[src/rtl/onchip_mem_arb_pkg.sv]
// ============================================================================
//  Module   : onchip_mem_arb_pkg
//  Purpose  : Shared widths, read latency and owner tags for the on-chip
//             sample RAM arbiter.
//  Revision : 1.0  initial release
// ============================================================================
`default_nettype none

package onchip_mem_arb_pkg;

    localparam int ADDR_W = 17;
    localparam int DATA_W = 16;
    localparam int RD_LAT = 2;

    typedef enum logic [1:0] {
        OWN_NONE = 2'd0,
        OWN_AUD  = 2'd1,
        OWN_CPU  = 2'd2
    } owner_t;

endpackage

`default_nettype wire

[src/rtl/onchip_mem_rd_tag_pipe.sv]
// ============================================================================
//  Module   : onchip_mem_rd_tag_pipe
//  Purpose  : Tracks the owner of each in-flight RAM read and routes the
//             returning RAM data into the audio or CPU capture registers.
//  Revision : 1.0  initial release
// ============================================================================
`default_nettype none

module onchip_mem_rd_tag_pipe
    import onchip_mem_arb_pkg::*;
#(
    parameter int DATA_W = onchip_mem_arb_pkg::DATA_W
) (
    input  logic              clk,
    input  logic              reset,
    input  logic [1:0]        issue_owner,
    input  logic [DATA_W-1:0] mem_readdata,
    output logic [DATA_W-1:0] aud_rdata,
    output logic              aud_rvalid,
    output logic [DATA_W-1:0] cpu_rdata,
    output logic              cpu_rvalid
);

    owner_t r_tag [RD_LAT];
    owner_t w_ret_owner;

    assign w_ret_owner = r_tag[RD_LAT-1];

    always_ff @(posedge clk) begin
        if (reset) begin
            for (int i = 0; i < RD_LAT; i++) begin
                r_tag[i] <= OWN_NONE;
            end
        end else begin
            r_tag[0] <= owner_t'(issue_owner);
            for (int i = 1; i < RD_LAT; i++) begin
                r_tag[i] <= r_tag[i-1];
            end
        end
    end

    // Capture registers hold the last returned word between pulses.
    always_ff @(posedge clk) begin
        if (reset) begin
            aud_rvalid <= 1'b0;
            cpu_rvalid <= 1'b0;
            aud_rdata  <= '0;
            cpu_rdata  <= '0;
        end else begin
            aud_rvalid <= (w_ret_owner == OWN_AUD);
            cpu_rvalid <= (w_ret_owner == OWN_CPU);
            if (w_ret_owner == OWN_AUD) begin
                aud_rdata <= mem_readdata;
            end
            if (w_ret_owner == OWN_CPU) begin
                cpu_rdata <= mem_readdata;
            end
        end
    end

endmodule

`default_nettype wire

[src/rtl/onchip_mem_arbiter.sv]
// ============================================================================
//  Module   : onchip_mem_arbiter
//  Purpose  : Fixed-priority arbiter sharing the single-port sample RAM
//             between audio voice fetch and the CPU Avalon-MM slave path.
//             Define ARB_STARVE_GUARD_EN to force a CPU slot after
//             MAX_AUD_BURST consecutive denied CPU cycles.
//  Revision : 1.0  initial release
// ============================================================================
`default_nettype none

module onchip_mem_arbiter
    import onchip_mem_arb_pkg::*;
#(
    parameter int ADDR_W        = onchip_mem_arb_pkg::ADDR_W,
    parameter int DATA_W        = onchip_mem_arb_pkg::DATA_W,
    parameter int MAX_AUD_BURST = 8
) (
    input  logic                  clk,
    input  logic                  reset,
    input  logic                  aud_req,
    input  logic [ADDR_W-1:0]     aud_addr,
    output logic                  aud_gnt,
    output logic [DATA_W-1:0]     aud_rdata,
    output logic                  aud_rvalid,
    input  logic [ADDR_W-1:0]     cpu_address,
    input  logic                  cpu_read,
    input  logic                  cpu_write,
    input  logic [DATA_W-1:0]     cpu_writedata,
    input  logic [DATA_W/8-1:0]   cpu_byteenable,
    output logic                  cpu_waitrequest,
    output logic [DATA_W-1:0]     cpu_readdata,
    output logic                  cpu_readdatavalid,
    output logic [ADDR_W-1:0]     mem_address,
    output logic [DATA_W/8-1:0]   mem_byteenable,
    output logic                  mem_chipselect,
    output logic                  mem_write,
    output logic [DATA_W-1:0]     mem_writedata,
    output logic                  mem_clken,
    input  logic [DATA_W-1:0]     mem_readdata
);

`ifdef ARB_STARVE_GUARD_EN
    localparam bit GUARD_EN = 1'b1;
`else
    localparam bit GUARD_EN = 1'b0;
`endif
    localparam int CNT_W = $clog2(MAX_AUD_BURST + 1);

    logic             w_cpu_req;
    logic             w_cpu_gnt;
    logic             w_force_cpu;
    owner_t           w_issue_owner;
    logic [CNT_W-1:0] r_starve_cnt;

    assign w_cpu_req       = cpu_read | cpu_write;
    assign aud_gnt         = aud_req & ~w_force_cpu;
    assign w_cpu_gnt       = w_cpu_req & ~aud_gnt;
    assign cpu_waitrequest = w_cpu_req & ~w_cpu_gnt;

    // Counter only advances while a CPU command is refused, so it never exceeds the limit.
    always_ff @(posedge clk) begin
        if (reset) begin
            r_starve_cnt <= '0;
        end else if (w_cpu_gnt) begin
            r_starve_cnt <= '0;
        end else if (GUARD_EN && w_cpu_req) begin
            r_starve_cnt <= r_starve_cnt + 1'b1;
        end
    end

    assign w_force_cpu = GUARD_EN & w_cpu_req & (r_starve_cnt == CNT_W'(MAX_AUD_BURST));

    // A simultaneous read+write is a write and produces no read return.
    always_comb begin
        w_issue_owner = OWN_NONE;
        if (aud_gnt) begin
            w_issue_owner = OWN_AUD;
        end else if (w_cpu_gnt && cpu_read && !cpu_write) begin
            w_issue_owner = OWN_CPU;
        end
    end

    always_ff @(posedge clk) begin
        if (reset) begin
            mem_address    <= '0;
            mem_byteenable <= '0;
            mem_chipselect <= 1'b0;
            mem_write      <= 1'b0;
            mem_writedata  <= '0;
            mem_clken      <= 1'b1;
        end else begin
            mem_clken      <= 1'b1;
            mem_chipselect <= aud_gnt | w_cpu_gnt;
            mem_write      <= w_cpu_gnt & cpu_write;
            if (aud_gnt) begin
                mem_address    <= aud_addr;
                mem_byteenable <= '1;
            end else if (w_cpu_gnt) begin
                mem_address    <= cpu_address;
                mem_byteenable <= cpu_byteenable;
                mem_writedata  <= cpu_writedata;
            end
        end
    end

    onchip_mem_rd_tag_pipe #(
        .DATA_W (DATA_W)
    ) u_rd_tag_pipe (
        .clk          (clk),
        .reset        (reset),
        .issue_owner  (w_issue_owner),
        .mem_readdata (mem_readdata),
        .aud_rdata    (aud_rdata),
        .aud_rvalid   (aud_rvalid),
        .cpu_rdata    (cpu_readdata),
        .cpu_rvalid   (cpu_readdatavalid)
    );

endmodule

`default_nettype wire

[config.mk]
export PLATFORM = sky130hd
export DESIGN_NAME = onchip_mem_arbiter
export DESIGN_NICKNAME = d
export VERILOG_FILES = /design/src/rtl/onchip_mem_arb_pkg.sv /design/src/rtl/onchip_mem_rd_tag_pipe.sv /design/src/rtl/onchip_mem_arbiter.sv
export SDC_FILE = /design/constraint.sdc
export NUM_CORES = 1
export LEC_CHECK = 0
export CORE_ASPECT_RATIO = 0.8
export CORE_MARGIN = 2
export CORE_UTILIZATION = 43
export CTS_CLUSTER_DIAMETER = 80
export DETAILED_ROUTE_END_ITERATION = 10
export PLACE_DENSITY = 0.87
export SYNTH_ARGS = -nofsm -noshare
export SYNTH_HDL_FRONTEND = slang
export SYNTH_SLANG_ARGS = --single-unit
[constraint.sdc]
create_clock -name clk -period 1.58 [get_ports clk]
set_input_delay 0.316 -clock clk [delete_from_list [all_inputs] [get_ports clk]]
set_output_delay 0.316 -clock clk [all_outputs]
set_load 0.02 [all_outputs]
Word level (Yosys, flattened, before mapping)
Memory sizes are Yosys's and may differ from the RTL's. Index checks and enable logic that the tools add are counted.

Register bits: 71. Bits in latches: 0. RAM bits: 4. ROM bits: 0. Input port bits: 73. Output and inout port bits: 74. Logic and storage cells: 37. Memories: 1.

Add/sub/neg operators: 0. Multipliers: 0. Div/mod/pow operators: 0. Order comparisons: 0. Equal/unequal tests: 2. Shift operators: 0. Muxes and demuxes: 11. Bitwise gates (word level): 9. Reduce and logical (&&, ||, !) cells: 5.

Memory list: u_rd_tag_pipe.r_tag (words 2, bits a word 2, rd ports 2, clocked after Yosys merged registers in 0, write ports 2, line onchip_mem_rd_tag_pipe.sv:24) `owner_t r_tag [RD_LAT];`.

Operator list (number): 17-bit two-way mux (2); 2-bit two-way mux (6); 1-bit OR (4); 1-bit AND (3); 1-bit two-way mux (3); 2-bit by 1-bit == test with 1-bit output (second input constant) (1); 2-bit == test (second input constant) (1); 1-bit logical AND (2); 1-bit inverter (2); 2-bit AND reduction (1); 2-bit nonzero test (1); 1-bit logical NOT (1).

Longest topological paths before layout
Gate-level depths: netlist of run 1.

Depth in word-level cells: 7. Mapped depth: 6.

Hierarchy
From an unflattened synthesis of run 1, not the netlist that was laid out.

Cell total of the unflattened synthesis: 307. Area, all modules: 3273.1 um^2.

By module, submodules not included: onchip_mem_arbiter (instances 1, cells an instance 169, area an instance 1750.4 um^2); onchip_mem_rd_tag_pipe (instances 1, cells an instance 138, area an instance 1522.7 um^2).

Worst setup path after synthesis of run 1
No wires, ideal clock.

Path kind: input to output. From: input port aud_req. To: output port cpu_waitrequest. Arrival time: 1.002 ns. Data required time: 1.264 ns. Slack: 0.262 ns. Stages on the path: 3. Buffers on the path: 2. Cell sequence: buf_2 -> clkbuf_1 -> and2_1.

Word-level cells in the longest chain between the ends: 4.

RTL lines: start, declared (line onchip_mem_arbiter.sv:20) `input logic aud_req,`; 1-bit inverter (no source line); 1-bit AND (line onchip_mem_arbiter.sv:57) `assign w_cpu_gnt = w_cpu_req & ~aud_gnt;`; 1-bit inverter (line onchip_mem_arbiter.sv:58) `assign cpu_waitrequest = w_cpu_req & ~w_cpu_gnt;`; 1-bit AND (line onchip_mem_arbiter.sv:58); end, declared (line onchip_mem_arbiter.sv:30) `output logic cpu_waitrequest,`.

Every way passes these cells.

Final worst setup path of run 1
From: input port aud_req. To: output port aud_gnt.

RTL lines: end, declared (line onchip_mem_arbiter.sv:22) `output logic aud_gnt,`.

No word-level cell between the ends.

==> results.toml, run 1 <==
[synth]
synth_area_leaders = "dfxtp_1 (51%), nand2_1 (12%), a2111oi_2 (8.7%)"
synth_enable_flop_cells = 0
synth_largest_type_area_fraction = 0.513
yosys_warnings = 0
seq_area_frac_synth = 0.513
syn_avg_cell_area_um2 = 8.53
synthTopCellsByCount = "nand2_1 (96), dfxtp_1 (75), a21oi_1 (48)"
netlist_instances = 343
postSynth.asyncResetShare = 0
ys_dominant_reg_cell = "dfxtp_1"
post_synth_instance_area_mm2 = 0.00293
yosysTopAreaCell = "dfxtp_1"
synth_seq_cells = 75
most_numerous_cell_in_the_yosys_netlist = "nand2_1"
syn_nets = 416
synthDistinctLibCells = 22

[clocking]
postCtsSetupBuffers = 0
clock_path_buffers = 2
root_buffer = "clkbuf_8"
cts-resized-gates = 74
tritoncts = "done"
cts_buffer_count = 9
holdBufCountCts = 0
htree_levels = 3
cts_num_sinks = 75
clk-insertion-delay-late_ps = 330
cts.clk_slew.worst_paths_ps = 70

[critical_path]
r2r_cells = 4
cp_cell_sequence = "buf_2 > clkdlybuf4s50_1"
critPathRequiredTime_ps = 1260
crit_slowest_cell = "clkdlybuf4s50_1"
critical_path.endpoint_type = "primary output"
worst_setup_path_start_kind = "input pin"
setup.worst_path.class = "in2out"
critical_path.n_buffers_inverters = 2
cell_depth_of_the_worst_setup_path = 2
critPathMaxStageDelay_ps = 610
worst_path_dominant_cell_family = "buffers and inverters"
worst_ep_arrival_time_ps = 1050
r2r_slack_ps = 560
critPathMaxFanout = 3

[layout]
antenna_cells = 0
fillCellCount = 547
final_layout_size_suffix_gt1_frac = 0.105
final-instance-count-excl-fill = 570
multiInputGateArea_mm2 = 0.00118
ff_latch_area_mm2 = 0.00150
fin_nets = 554
synthToLayoutAreaGrowth_pct = 56.4

[power]
powerDensity_mw_per_mm2 = 948
power.leakage_nw = 2.02
vdd_drop_max_mv = 0.597
design_power_total_mw = 4.34

[die]
fp.dieArea_mm2 = 0.00749
floorplan.io_pins = 147
initial_standard_cell_utilization_of_the_core = 0.452
placement_rows = 26
die_x_um = 96.2
floorplan.die.height_um = 77.8
coreArea_mm2 = 0.00647

[timing]
report.final.hold_viol_count = 0
finalWorstPathRequiredPeriod_ps = 1370
setup-violations-final = 0
clock_skew_ps = 2.87
fin_worst_hold_slack_ps = 351
final_min_period_over_clock_period = 0.867
maxSlewViolCount = 0
grt_setup_unrepaired = "no"
clock.fmax_mhz = 730
fin_setup_tns_ps = 0

[global_routing]
grt_overflow = 0
met3_usage_grt = 0.0718
grt_antenna_before_repair = 0
grt_util_met1 = 0.265
grt_total_usage = 0.222
global_route.peak_usage_layer = "met2"
grt_start_max_net_pins = 63
grt_use_met2 = 0.368
global_route_wire_length_before_repair_mm = 13.0
grt_pass1_vias = 2741

[placement]
placedCellCount = 554
dp_hpwl_mm = 5.79
place.port_buffers = 145
routabilityCongestion = 0.778

[detailed_routing]
drt-pass1-iter-count = 4
viasPerCell = 4.87
final_antenna_net_count = 0
avg_wl_per_cell_um = 14.2
routed_wirelength_mm = 8.09
dr.first_iter.drc_count = 69
dr_vias = 2778
detail_route.drc_violations = 0

[hold_path]
min_path_cells = 3
holdCritPathClass = "in2reg"

[job]
max-cap-violations = 0

[run_status]
run_status = "finished clean"
[cell families (layout without fill, tap and decap cells)]
| kind of cell | Yosys count | count (layout) | share of synthesized area |
|---|---|---|---|
| buffers and inverters | 48 | 191 | 0.0829 |
| other | 1 | 1 | 0.00128 |
| and+or+nand+nor | 152 | 152 | 0.226 |
| AOI/OAI and AO/OA | 67 | 67 | 0.177 |
| DFF | 75 | 75 | 0.513 |
[area by class of cell]
type,count,share of cell area
timing repair buffer,158,0.329
inverter,17,0.0139
multi-input combinational,220,0.258
sequential,75,0.328
clock buffer,12,0.0317
clock inverter,4,0.0161
tap,84,0.0230
[flip-flops by register name (all words and copies together) (netlist names)]
signal,flops
u_rd_tag_pipe.cpu_rdata,16
u_rd_tag_pipe.aud_rvalid,1
u_rd_tag_pipe.r_tag,4
u_rd_tag_pipe.cpu_rvalid,1
u_rd_tag_pipe.aud_rdata,16
mem_write,1
mem_address,17
mem_writedata,16
mem_byteenable,2
mem_chipselect,1
[per-stage QoR]
stage,setup slack (ps),instance area (µm²),utilization
6_report,210,4580,0.707
5_1_grt,176,4580,0.707
4_1_cts,-46.8,4570,0.706
3_3_place_gp,-442,4440,0.686
2_1_floorplan,262,2930,-
3_5_place_dp,-434,4440,0.686
[layout by cell type, fill, tap and decap left out, types with 2 or more instances in the layout]
cell type / count
clkbuf_1: 2
a2111oi_2: 17
inv_1: 17
a21oi_1: 48
buf_12: 4
clkdlybuf4s50_1: 69
dfxtp_1: 75
bufinv_16: 2
nor3_1: 40
dlygate4sd2_1: 70
dlymetal6s2s_1: 3
nor2b_1: 5
nor2_1: 4
nand2_1: 96
clkbuf_8: 10
nand2b_1: 2
buf_4: 10
buf_2: 2
[final timing paths]
| kind | from | end |
|---|---|---|
| max | aud_req | aud_gnt |
| min | cpu_write | u_rd_tag_pipe.r_tag[0][1] |
| max reg2reg | u_rd_tag_pipe.r_tag[0][3] | u_rd_tag_pipe.cpu_rdata[12] |
| min reg2reg | u_rd_tag_pipe.r_tag[0][1] | u_rd_tag_pipe.r_tag[0][3] |
[power by group]
part           internal [mW]  total (mW)  switching [mW]  leakage (nW)
sequential              1.98        2.02          0.0395         0.615
clock                  0.935        1.61           0.677         0.111
combinational          0.352       0.712           0.360          1.29
[routing by layer]
layer / routed length [µm] / part of all wire
met5: 0 / 0
met4: 139 / 0.017
met3: 534 / 0.066
met2: 3960 / 0.49
met1: 3450 / 0.43
Power figures use the tool's default switching activity.
==> inputs of run 2 (changes only) <==
- SLEW_MARGIN: not set -> 15
==> results of run 2 <==
Final layout, timing and power as in run 1 (identical DEF).
==> inputs of run 3 (changes only) <==
==> constraint.sdc (replaced) <==
create_clock -name clk -period 1.58 [get_ports clk]
set_input_delay 0.158 -clock clk [delete_from_list [all_inputs] [get_ports clk]]
set_output_delay 0.158 -clock clk [all_outputs]
set_load 0.02 [all_outputs]
==> results.toml, run 3 (synthesis gave the netlist of run 1 again) <==
[die]
coreArea_mm2 = 0.00647
floorplan.io_pins = 147
placement_rows = 26
floorplan.die.height_um = 77.8
die_x_um = 96.2
initial_standard_cell_utilization_of_the_core = 0.452
fp.dieArea_mm2 = 0.00749

[detailed_routing]
routed_wirelength_mm = 8.26
avg_wl_per_cell_um = 14.4
viasPerCell = 4.97
drt-pass1-iter-count = 6
final_antenna_net_count = 0
dr_vias = 2844
detail_route.drc_violations = 0
dr.first_iter.drc_count = 125

[power]
clock_power_share = 0.351
design_power_total_mw = 4.31
powerDensity_mw_per_mm2 = 925
pwr-share-seq = 0.469
power_switching_share = 0.256
vdd_drop_max_mv = 0.542
cell_internal_pwr_mw = 3.20
power.leakage_nw = 1.70
switchingPower_mw = 1.10
comb_power_share = 0.180

[placement]
pre_cts_ws_ps = -115
place.port_buffers = 145
post_dp_cell_area_mm2 = 0.00444
dp_hpwl_mm = 6.17
placedCellCount = 556
routabilityCongestion = 0.755

[clocking]
tritoncts = "done"
htree_levels = 3
root_buffer = "clkbuf_8"
cts_num_sinks = 75
clock_path_buffers = 2
holdBufCountCts = 0
clk-insertion-delay-late_ps = 330
cts.clk_slew.worst_paths_ps = 70
cts_buffer_count = 9

[global_routing]
global_route_wire_length_before_repair_mm = 13.2
grt_pass1_vias = 2833
grt_overflow = 0
grt_antenna_before_repair = 0
grt_start_max_net_pins = 43
grt_total_usage = 0.225

[critical_path]
worst_ep_arrival_time_ps = 1320
worst_setup_path_start_kind = "input pin"
critical_path.endpoint_type = "primary output"
setup.worst_path.class = "in2out"
critPathMaxFanout = 2
critPathRequiredTime_ps = 1420

[timing]
report.final.hold_viol_count = 0
clock_skew_ps = 8.72
post-route-worst-setup-slack_ps = 98.2
final_min_period_over_clock_period = 0.938
fin_setup_tns_ps = 0
setup-violations-final = 0
finalWorstPathRequiredPeriod_ps = 1480
grt_setup_unrepaired = "no"
maxSlewViolCount = 0
fin_worst_hold_slack_ps = 148
clock.fmax_mhz = 675

[layout]
antenna_cells = 0
final-instance-count-excl-fill = 572
final_cell_mix = "clkdlybuf4s50_1 (142), nand2_1 (96), dfxtp_1 (75)"
postLayoutCoreUtil = 0.719
fin_nets = 556
synthToLayoutAreaGrowth_pct = 59.0
fillCellCount = 517
registers.top_by_ff_count = "mem_address"
final_common_cell = "clkdlybuf4s50_1"
final_area_mm2 = 0.00465
final_layout_size_suffix_gt1_frac = 0.111
largest_register_ff_count = 17

[hold_path]
holdCritPathClass = "in2reg"

[job]
max-cap-violations = 0

[run_status]
run_status = "finished clean"
[run 3: cell count changes in the layout (fill, tap and decap cells not counted), sizes merged]
cell / previous run / this run
clkinv: 2 / 1
inv: 17 / 18
clkbuf: 12 / 11
dlymetal6s2s: 3 / 0
buf: 16 / 17
bufinv: 2 / 1
dlygate4sd2: 70 / 1
clkdlybuf4s50: 69 / 142
clkinvlp: 0 / 2
[run 3: repair_timing]
| action | in CTS | in global routing |
|---|---|---|
| setup buffers | 0 | 0 |
| setup endpoints to repair | 1 | 0 |
| resized for setup | 1 | 0 |
[run 3: per-layer routing]
metal	share of wire	vias up	GRT usage
met5	0	-	0
met4	0.024	0	0.0814
met3	0.068	19	0.0602
met2	0.51	108	0.401
met1	0.40	1299	0.253
li1	-	1418	-
[run 3: worst paths after layout]
kind,from,endpoint,slack [ps],depth (start not counted)
worst max-delay path,cpu_write,cpu_waitrequest,100,4
worst min-delay path,aud_req,mem_address[4],150,2
worst max register to register,u_rd_tag_pipe.r_tag[0][3],u_rd_tag_pipe.aud_rdata[7],380,4
worst min register to register,u_rd_tag_pipe.r_tag[0][1],u_rd_tag_pipe.r_tag[0][3],450,1
[run 3: layout make-up]
class / count / area [µm²] / share of cell area
timing repair buffer: 160 / 1590 / 0.342
sequential: 75 / 1500 / 0.323
multi-input combinational: 220 / 1180 / 0.254
clock buffer: 11 / 151 / 0.0325
tap: 84 / 105 / 0.0226
inverter: 17 / 63.8 / 0.0137
clock inverter: 5 / 58.8 / 0.0126
[run 3: power by group through the flow]
stage | sequential [mW] | clock, mW | combinational [mW]
after floorplan | 2.16 | 0 | 0.255
after global placement | 2.06 | 0 | 0.758
after detailed placement | 2.06 | 0 | 0.776
after CTS | 2.02 | 1.54 | 0.779
after global routing | 2.03 | 1.63 | 0.828
final | 2.02 | 1.51 | 0.775
[run 3: critical path, stage by stage]
cell and delay, ps:
clkdlybuf4s50_1 430, or2_4 260, and2_1 160, dlygate4sd2_1 320
